==> src/rtl/psum_drain_pkg.sv <==
// Shared types and sizing helpers for the partial-sum drain chain.
package psum_drain_pkg;

  typedef enum logic [0:0] {
    IDLE  = 1'b0,
    DRAIN = 1'b1
  } state_e;

  function automatic int calc_nb(input int num_col, input int num_lane);
    return num_col / num_lane;
  endfunction

  function automatic int cnt_w(input int nb);
    return (nb <= 1) ? 1 : $clog2(nb);
  endfunction

endpackage

==> src/rtl/psum_requant.sv <==
// Combinational requantiser: rounded arithmetic right shift, optional ReLU, saturation.
module psum_requant #(
  parameter int DATA_W  = 24,
  parameter int OUT_W   = 16,
  parameter int SHIFT_W = 5
) (
  input  logic signed [DATA_W-1:0]  psum_i,
  input  logic        [SHIFT_W-1:0] shift_amt_i,
  input  logic                      relu_en_i,
  output logic signed [OUT_W-1:0]   word_o
);

  localparam logic signed [DATA_W:0] MAX_V = {{(DATA_W-OUT_W+2){1'b0}}, {(OUT_W-1){1'b1}}};
  localparam logic signed [DATA_W:0] MIN_V = {{(DATA_W-OUT_W+2){1'b1}}, {(OUT_W-1){1'b0}}};

  logic signed [DATA_W:0]  ext_s;
  logic signed [DATA_W:0]  shr_s;
  logic signed [DATA_W:0]  rnd_src_s;
  logic signed [DATA_W:0]  sum_s;
  logic signed [DATA_W:0]  relu_s;
  logic        [SHIFT_W-1:0] shm1_s;
  logic                    rnd_bit_s;

  // One extra bit of headroom keeps the rounding add from wrapping at full scale.
  always_comb begin
    ext_s     = {psum_i[DATA_W-1], psum_i};
    shr_s     = ext_s >>> shift_amt_i;
    shm1_s    = shift_amt_i - SHIFT_W'(1);
    rnd_src_s = ext_s >>> shm1_s;
    if (shift_amt_i != {SHIFT_W{1'b0}}) begin
      rnd_bit_s = rnd_src_s[0];
    end else begin
      rnd_bit_s = 1'b0;
    end
    sum_s = shr_s + $signed({{DATA_W{1'b0}}, rnd_bit_s});
    if (relu_en_i && sum_s[DATA_W]) begin
      relu_s = '0;
    end else begin
      relu_s = sum_s;
    end
    if (relu_s > MAX_V) begin
      word_o = MAX_V[OUT_W-1:0];
    end else if (relu_s < MIN_V) begin
      word_o = MIN_V[OUT_W-1:0];
    end else begin
      word_o = relu_s[OUT_W-1:0];
    end
  end

endmodule

==> src/rtl/psum_drain_chain.sv <==
// Snapshots the PE array partial sums and drains them NUM_LANE columns per beat,
// rightmost column group first, through per-lane requantisers.
module psum_drain_chain
  import psum_drain_pkg::*;
#(
  parameter int NUM_ROW  = 4,
  parameter int NUM_COL  = 8,
  parameter int NUM_LANE = 2,
  parameter int DATA_W   = 24,
  parameter int OUT_W    = 16,
  parameter int SHIFT_W  = 5
) (
  input  logic                              clk,
  input  logic                              rst,
  input  logic [NUM_ROW*NUM_COL*DATA_W-1:0] psum_in,
  input  logic                              capture,
  input  logic [SHIFT_W-1:0]                shift_amt,
  input  logic                              relu_en,
  output logic [NUM_ROW*NUM_LANE*OUT_W-1:0] out_data,
  output logic                              out_valid,
  input  logic                              out_ready,
  output logic                              out_last,
  output logic                              busy,
  output logic                              capture_drop,
  output logic                              frame_done
);

  localparam int NB = calc_nb(NUM_COL, NUM_LANE);
  localparam int CW = cnt_w(NB);
  localparam logic [CW-1:0] LAST_CNT = CW'(NB - 1);

  state_e              state_q, state_d;
  logic [CW-1:0]       beat_cnt_q, beat_cnt_d;
  logic [SHIFT_W-1:0]  shift_q, shift_d;
  logic                relu_q, relu_d;
  logic                drop_q, drop_d;
  logic                done_q, done_d;
  logic                load_s, shift_en_s, hs_s, last_s;

  logic signed [DATA_W-1:0] data_q [NUM_ROW][NUM_COL];
  logic signed [DATA_W-1:0] data_d [NUM_ROW][NUM_COL];

  assign out_valid    = (state_q == DRAIN);
  assign busy         = (state_q == DRAIN);
  assign last_s       = out_valid && (beat_cnt_q == LAST_CNT);
  assign out_last     = last_s;
  assign hs_s         = out_valid && out_ready;
  assign capture_drop = drop_q;
  assign frame_done   = done_q;

  // A capture coinciding with the final handshake reloads instead of draining to IDLE.
  always_comb begin
    state_d    = state_q;
    beat_cnt_d = beat_cnt_q;
    load_s     = 1'b0;
    shift_en_s = 1'b0;
    drop_d     = 1'b0;
    done_d     = 1'b0;
    case (state_q)
      IDLE: begin
        if (capture) begin
          load_s     = 1'b1;
          beat_cnt_d = '0;
          state_d    = DRAIN;
        end else begin
          state_d = IDLE;
        end
      end
      DRAIN: begin
        if (hs_s && last_s) begin
          done_d     = 1'b1;
          beat_cnt_d = '0;
          if (capture) begin
            load_s  = 1'b1;
            state_d = DRAIN;
          end else begin
            shift_en_s = 1'b1;
            state_d    = IDLE;
          end
        end else if (hs_s) begin
          shift_en_s = 1'b1;
          beat_cnt_d = beat_cnt_q + CW'(1);
          drop_d     = capture;
        end else begin
          drop_d = capture;
        end
      end
      default: begin
        state_d    = IDLE;
        beat_cnt_d = '0;
      end
    endcase
    if (load_s) begin
      shift_d = shift_amt;
      relu_d  = relu_en;
    end else begin
      shift_d = shift_q;
      relu_d  = relu_q;
    end
  end

  for (genvar r = 0; r < NUM_ROW; r++) begin : g_row
    for (genvar c = 0; c < NUM_COL; c++) begin : g_col
      if (c >= NUM_LANE) begin : g_mid
        assign data_d[r][c] = load_s     ? $signed(psum_in[(r*NUM_COL+c)*DATA_W +: DATA_W]) :
                              shift_en_s ? data_q[r][c-NUM_LANE] : data_q[r][c];
      end else begin : g_head
        assign data_d[r][c] = load_s     ? $signed(psum_in[(r*NUM_COL+c)*DATA_W +: DATA_W]) :
                              shift_en_s ? '0 : data_q[r][c];
      end
    end
  end

  always_ff @(posedge clk) begin
    if (rst) begin
      state_q    <= IDLE;
      beat_cnt_q <= '0;
      shift_q    <= '0;
      relu_q     <= 1'b0;
      drop_q     <= 1'b0;
      done_q     <= 1'b0;
      for (int r = 0; r < NUM_ROW; r++) begin
        for (int c = 0; c < NUM_COL; c++) begin
          data_q[r][c] <= '0;
        end
      end
    end else begin
      state_q    <= state_d;
      beat_cnt_q <= beat_cnt_d;
      shift_q    <= shift_d;
      relu_q     <= relu_d;
      drop_q     <= drop_d;
      done_q     <= done_d;
      data_q     <= data_d;
    end
  end

  for (genvar r = 0; r < NUM_ROW; r++) begin : g_rq_row
    for (genvar l = 0; l < NUM_LANE; l++) begin : g_rq_lane
      psum_requant #(
        .DATA_W  (DATA_W),
        .OUT_W   (OUT_W),
        .SHIFT_W (SHIFT_W)
      ) u_requant (
        .psum_i      (data_q[r][NUM_COL-NUM_LANE+l]),
        .shift_amt_i (shift_q),
        .relu_en_i   (relu_q),
        .word_o      (out_data[(r*NUM_LANE+l)*OUT_W +: OUT_W])
      );
    end
  end

endmodule
==> config.mk <==
export PLATFORM = sky130hd
export DESIGN_NAME = psum_drain_chain
export DESIGN_NICKNAME = d
export VERILOG_FILES = /design/src/rtl/psum_drain_pkg.sv /design/src/rtl/psum_requant.sv /design/src/rtl/psum_drain_chain.sv
export SDC_FILE = /design/constraint.sdc
export NUM_CORES = 2
export LEC_CHECK = 0
export ABC_CLOCK_PERIOD_IN_PS = 9620
export BUFFER_PORTS_ARGS = -buffer_cell sky130_fd_sc_hd__buf_2
export CAP_MARGIN = 20
export CORE_AREA = 5 5 354 356
export DETAILED_ROUTE_END_ITERATION = 8
export DIE_AREA = 0 0 359 361
export PLACE_DENSITY_LB_ADDON = 0.25
export SYNTH_ARGS = -nofsm -noshare
export SYNTH_HDL_FRONTEND = slang
export SYNTH_SLANG_ARGS = --single-unit
==> constraint.sdc <==
create_clock -name clk -period 9.62 [get_ports clk]
set_clock_uncertainty 0.15 [all_clocks]
set_input_delay 1.924 -clock clk [delete_from_list [all_inputs] [get_ports clk]]
set_output_delay 1.924 -clock clk [all_outputs]
set_load 0.01 [all_outputs]
## Word-level counts from Yosys, hierarchy flattened

Cells that the tools add are included.

| storage, ports and cells | value |
|---|---|
| bits in registers | 779 |
| input bits | 778 |
| output and inout bits | 133 |

| cells by class | value |
|---|---|
| add/subtract/negate cells | 10 |
| magnitude comparators | 16 |
| eq/ne operators | 3 |
| shift operators | 16 |
| muxes and demuxes | 103 |
| bitwise gates (word level) | 1 |
| reduce and logical (&&, ||, !) cells | 16 |

Operators by type and width:

| cell | number |
|---|---|
| 2-to-1 mux 24 bit | 57 |
| 2-to-1 mux 16 bit | 16 |
| adder 25 x 2 -> 25 bit | 8 |
| greater-than comparator 25 x 16 -> 1 bit, second input constant | 8 |
| less-than comparator 25 x 16 -> 1 bit, second input constant | 8 |
| 2-to-1 mux 25 bit | 8 |
| >>> shifter 24 x 5 -> 25 bit | 8 |
| >>> shifter 24 x 5 -> 1 bit | 8 |
| 2-to-1 mux 1 bit | 16 |
| logical AND 1 bit | 11 |
| 2-to-1 mux 2 bit | 3 |
| nonzero test 5 bit | 1 |
| subtractor 5 x 1 -> 5 bit, second input constant | 1 |
| case mux 1 bit (2 select lines) | 2 |
| case mux 2 bit (2 select lines) | 1 |
| != test 3 x 1 -> 1 bit, second input constant | 1 |
| OR reduction 3 bit | 1 |
| adder 2 x 1 -> 2 bit, second input constant | 1 |
| equality test 2 bit, second input constant | 1 |
| != test 2 bit, second input constant | 1 |
| AND reduction 2 bit | 1 |
| nonzero test 2 bit | 1 |
| OR reduction 2 bit | 1 |
| inverter 1 bit | 1 |

## Longest topological paths before layout

| logic depth | value |
|---|---|
| word-level depth | 9 |
| mapped depth | 30 |
| gate-level depth less buffers | 18 |

## By module

Synthesis repeated with hierarchy kept, for this count alone.

| unflattened totals | value |
|---|---|
| cell total of the unflattened synthesis | 6746 |
| area total of the unflattened synthesis | 56360.3 sq um |

Modules (own cells, without submodules):

| module | times used | cells an instance | area an instance (sq um) | seq. area each (sq um) |
|---|---|---|---|---|
| psum_drain_chain | 1 | 4040 | 33673.5 | 15595.0 |
| psum_requant at g_rq_row[0].g_rq_lane[0].u_requant ... | 6 | 328 | 2847.7 | 0.0 |
| psum_requant at g_rq_row[3].g_rq_lane[0].u_requant ... | 2 | 369 | 2800.2 | 0.0 |

## Worst setup path before layout

Ideal clock, no wire load.

| timing path | value |
|---|---|
| path kind | reg2out |
| from | reg shift_q[0] |
| to | out out_data[90] |
| data arrival time | 6.238 ns |
| data required time | 7.546 ns |
| setup slack | 1.308 ns |
| stages on the path, launching flop included | 30 |
| cells stage by stage | dfxtp_1 -> buf_4 -> buf_8 -> buf_6 -> inv_4 -> buf_4 -> buf_2 -> buf_4 -> buf_1 -> ha_1 -> clkbuf_1 -> clkbuf_1 -> mux4_2 -> mux2i_1 -> a211oi_1 -> a21oi_1 -> o21ai_0 -> ha_1 -> ha_1 -> inv_1 -> a31o_1 -> or4_1 -> buf_2 -> o41ai_1 -> o2111ai_1 -> nor4_2 -> a22oi_1 -> nor3_4 -> buf_4 -> o31ai_1 |

| between the ends | value |
|---|---|
| cells in the longest elaborated chain, start to end | 9 |

RTL lines:

| what | RTL line | text |
|---|---|---|
| start: declaration | psum_drain_chain.sv:34 | `logic [SHIFT_W-1:0] shift_q, shift_d;` |
| start signal: assignment | psum_drain_chain.sv:130 | `shift_q <= shift_d;` |
| subtractor 5 x 1 -> 5 bit | psum_requant.sv:28 | `shm1_s = shift_amt_i - SHIFT_W'(1);` |
| >>> shifter 24 x 5 -> 1 bit | psum_requant.sv:29 | `rnd_src_s = ext_s >>> shm1_s;` |
| 2-to-1 mux 1 bit | psum_requant.sv:30 | `if (shift_amt_i != {SHIFT_W{1'b0}}) begin` |
| adder 25 x 2 -> 25 bit * | psum_requant.sv:35 | `sum_s = shr_s + $signed({{DATA_W{1'b0}}, rnd_bit_s});` |
| logical AND 1 bit | psum_requant.sv:36 | `if (relu_en_i && sum_s[DATA_W]) begin` |
| 2-to-1 mux 25 bit * | psum_requant.sv:36 |  |
| less-than comparator 25 x 16 -> 1 bit | psum_requant.sv:43 | `end else if (relu_s < MIN_V) begin` |
| 2-to-1 mux 16 bit | psum_requant.sv:43 |  |
| 2-to-1 mux 16 bit * | psum_requant.sv:41 | `if (relu_s > MAX_V) begin` |
| end: declaration | psum_drain_chain.sv:19 | `output logic [NUM_ROW*NUM_LANE*OUT_W-1:0] out_data,` |

Mark *: on every way between the ends. The rest lies on a longest branch, timed or not.

## Worst setup path in the final report

| timing path | value |
|---|---|
| from | reg shift_q[1] |
| to | out out_data[103] |

Same word-level chain as after synthesis.

==> qor.yml <==
outcome:
  status: "complete, no violations"
die:
  die_y_um: 361
  die_w_um: 359
  num_rows: 128
  die_area_um2: 129600
  pin_count: 911
  initial_core_util: 0.4302
  coreArea_um2: 121400
global_routing:
  first_global_vias: 48885
  grtUsageTotal: 0.3467
  antenna_found_initial: 175
  grt-ovfl-total: 0
  grt_max_degree: 261
  grt_pass1_wl_um: 343700
synth:
  ys_async_sr_fraction: 0
  netlist_area_um2: 52220
  synth_nets: 7266
  post-synth-top-area-cell: "dfxtp_1"
  yosysWarnings: 0
  ys_top_cells_by_area: "dfxtp_1 30%, nand2_1 10%, mux4_2 9.9%"
  synth_cell_type_count: 118
  synth_cells: 6470
  synthTopCellsByCount: "1396 x nand2_1, 980 x nor2_1, 779 x dfxtp_1"
  ys_seq_elements: 779
  yosysMostFrequentCell: "nand2_1"
  synth_top_area_share: 0.2986
  syn_area_per_cell_um2: 8.071
  ys_seq_area_frac: 0.2986
  synth-main-ff-cell: "dfxtp_1"
  synth_edf_count: 0
pwr:
  p_sw_mw: 3.557
  power.density_nw_per_um2: 166.8
  p_clk_frac: 0.311
  netSwitchingFraction: 0.3576
  peakVddDrop_mv: 0.1408
  p_seq_frac: 0.388
  p_comb_frac: 0.301
  p_int_mw: 6.391
  p_leak_nw: 21.84
clock_tree:
  ctsHoldBuffers: 0
  clock_sinks: 779
  root_buffer: "clkbuf_16"
  cts_max_path_buffers: 3
  cts_setup_buffers: 0
  cts-htree-levels: 3
  insertion_delay_ps: 630
  cts_buffers: 79
  post_cts_resized: 0
  cts.reportedPaths.clkPinSlew_ps: 70
  tritoncts: "yes"
drt:
  vias_per_cell: 6.285
  routed-via-count: 54760
  ant_nets: 0
  routedWlPerCell_um: 27.65
  dr.pass1.iters: 8
  drt_iter0_drc: 7070
  drc_errors: 0
  routed_wl_um: 240900
timing:
  rsz0062_at_grt: "false"
  hold_viol: 0
  relSlewSlack: 0.1806
  setup_viol: 0
  finalMaxSlewViolations: 0
  fin_crit_ps: 9035
  finalCritPeriodShare: 0.9392
  max_freq_mhz: 110.7
  worst_hold_slack_ps: 311.6
  worst_pin_slew_ps: 1229
  finalSetupTns_ps: 0
setup_path:
  cp.arrival_ps: 6960
  worstPathMaxFanout: 38
  start_kind: "flip-flop"
  cp-end-kind: "output port"
  critical_path_class: "reg -> out"
  cp.required_ps: 7550
placed_design:
  place_area_um2: 56740
  hpwl_um: 183500
  globalplace.congestion: 0.9459
  io_buffers: 910
layout:
  nets: 7712
  drive_above_1_share: 0.2269
  fin_area_um2: 59620
  syn2layout_area_growth_pct: 14.18
worst_hold_path:
  hp-class: "reg -> reg"
run:
  max-cap-violations: 0
[layer usage]
metal,up-vias,GRT usage,share of wire
li1,24835,-,-
met3,469,0.09493,0.11
met1,26313,0.5068,0.43
met2,3087,0.4910,0.41
met4,56,0.1173,0.036
met5,-,0,0.0016
[metrics by stage]
| step | total power, mW | utilization | worst slack (ps) | instances |
|---|---|---|---|---|
| after global routing | 10.37 | 0.4902 | 72.63 | 8665 |
| after global placement | 6.817 | 0.4674 | 1342 | 8459 |
| after CTS | 9.909 | 0.4886 | 451.7 | 8597 |
| final | 9.948 | 0.4911 | 585.1 | 8713 |
| after detailed placement | 6.835 | 0.4674 | 1124 | 8459 |
| after floorplan | 5.733 | - | 1308 | 6470 |
[power groups by stage]
stage	combinational (mW)	sequential, mW	clock [mW]
6_report	2.99	3.86	3.09
5_1_grt	3.21	3.89	3.26
2_1_floorplan	2.01	3.72	0
3_3_place_gp	2.91	3.91	0
3_5_place_dp	2.92	3.92	0
4_1_cts	2.93	3.85	3.13
[cell usage in the layout, fill, tap and decap left out, types with 33 or more instances in the layout]
master	instances
mux2i_1	206
nand3_1	53
nand2_1	1395
mux2_2	97
buf_4	88
nor2_1	977
and2_1	33
dfxtp_1	774
inv_1	49
clkbuf_16	81
a311oi_1	581
buf_2	909
a22oi_1	215
xnor2_1	73
nor3_1	52
diode_2	115
o21ai_0	188
mux4_2	230
o22ai_1	41
a21oi_1	137
xor2_1	51
[final cells by class]
class / count / area (um2)
Clock inverter: 23 / 250.2
Tap cell: 1625 / 2033
Timing Repair Buffer: 1010 / 5465
Multi-Input combinational cell: 4991 / 33440
Fill cell: 12091 / 61770
Clock buffer: 115 / 2325
Antenna cell: 115 / 287.8
Sequential cell: 779 / 15610
Inverter: 55 / 209.0
[sequential cells by signal, indices dropped and copies added, names as in the netlist]
| name | cells |
|---|---|
| capture_drop | 1 |
| frame_done | 1 |
| relu_q | 1 |
| shift_q | 5 |
| data_q | 768 |
| busy | 1 |
| beat_cnt_q | 2 |
[critical path, cell delays in order, from the launching register on]
cell      delay (ps)
dfxtp_4          740
inv_1            140
ha_2             770
buf_4            460
mux4_2           290
mux2i_1           70
a211oi_1         230
a21oi_1           60
o21ai_0          460
ha_1             260
ha_1             170
o21ai_0          180
or3_1            490
nor4b_4          350
nand2_1          150
xor2_1           220
o211ai_1         150
o41ai_4          680
o21ai_0          240
buf_2            200
[cells by family (layout without fill, tap and decap cells)]
group,after synthesis,count (layout),synth area share
compound gates,1564,1564,0.2293
mux,545,545,0.1656
other cells,0,115,0
buf+inv,700,1203,0.06275
xor+xnor,125,125,0.02097
fa+ha+maj,18,18,0.004313
simple gates,2739,2739,0.2184
flops,779,779,0.2986
[final timing paths]
check,startpoint,endpoint,slack [ps],cells past startpoint
max,shift_q[1],out_data[103],590,19
min,data_q[100],data_q[52],310,2
max reg2reg,beat_cnt_q[0],shift_q[1],6080,8
min reg2reg,data_q[100],data_q[52],310,2
Note: power is estimated with default switching activity, not from simulation.
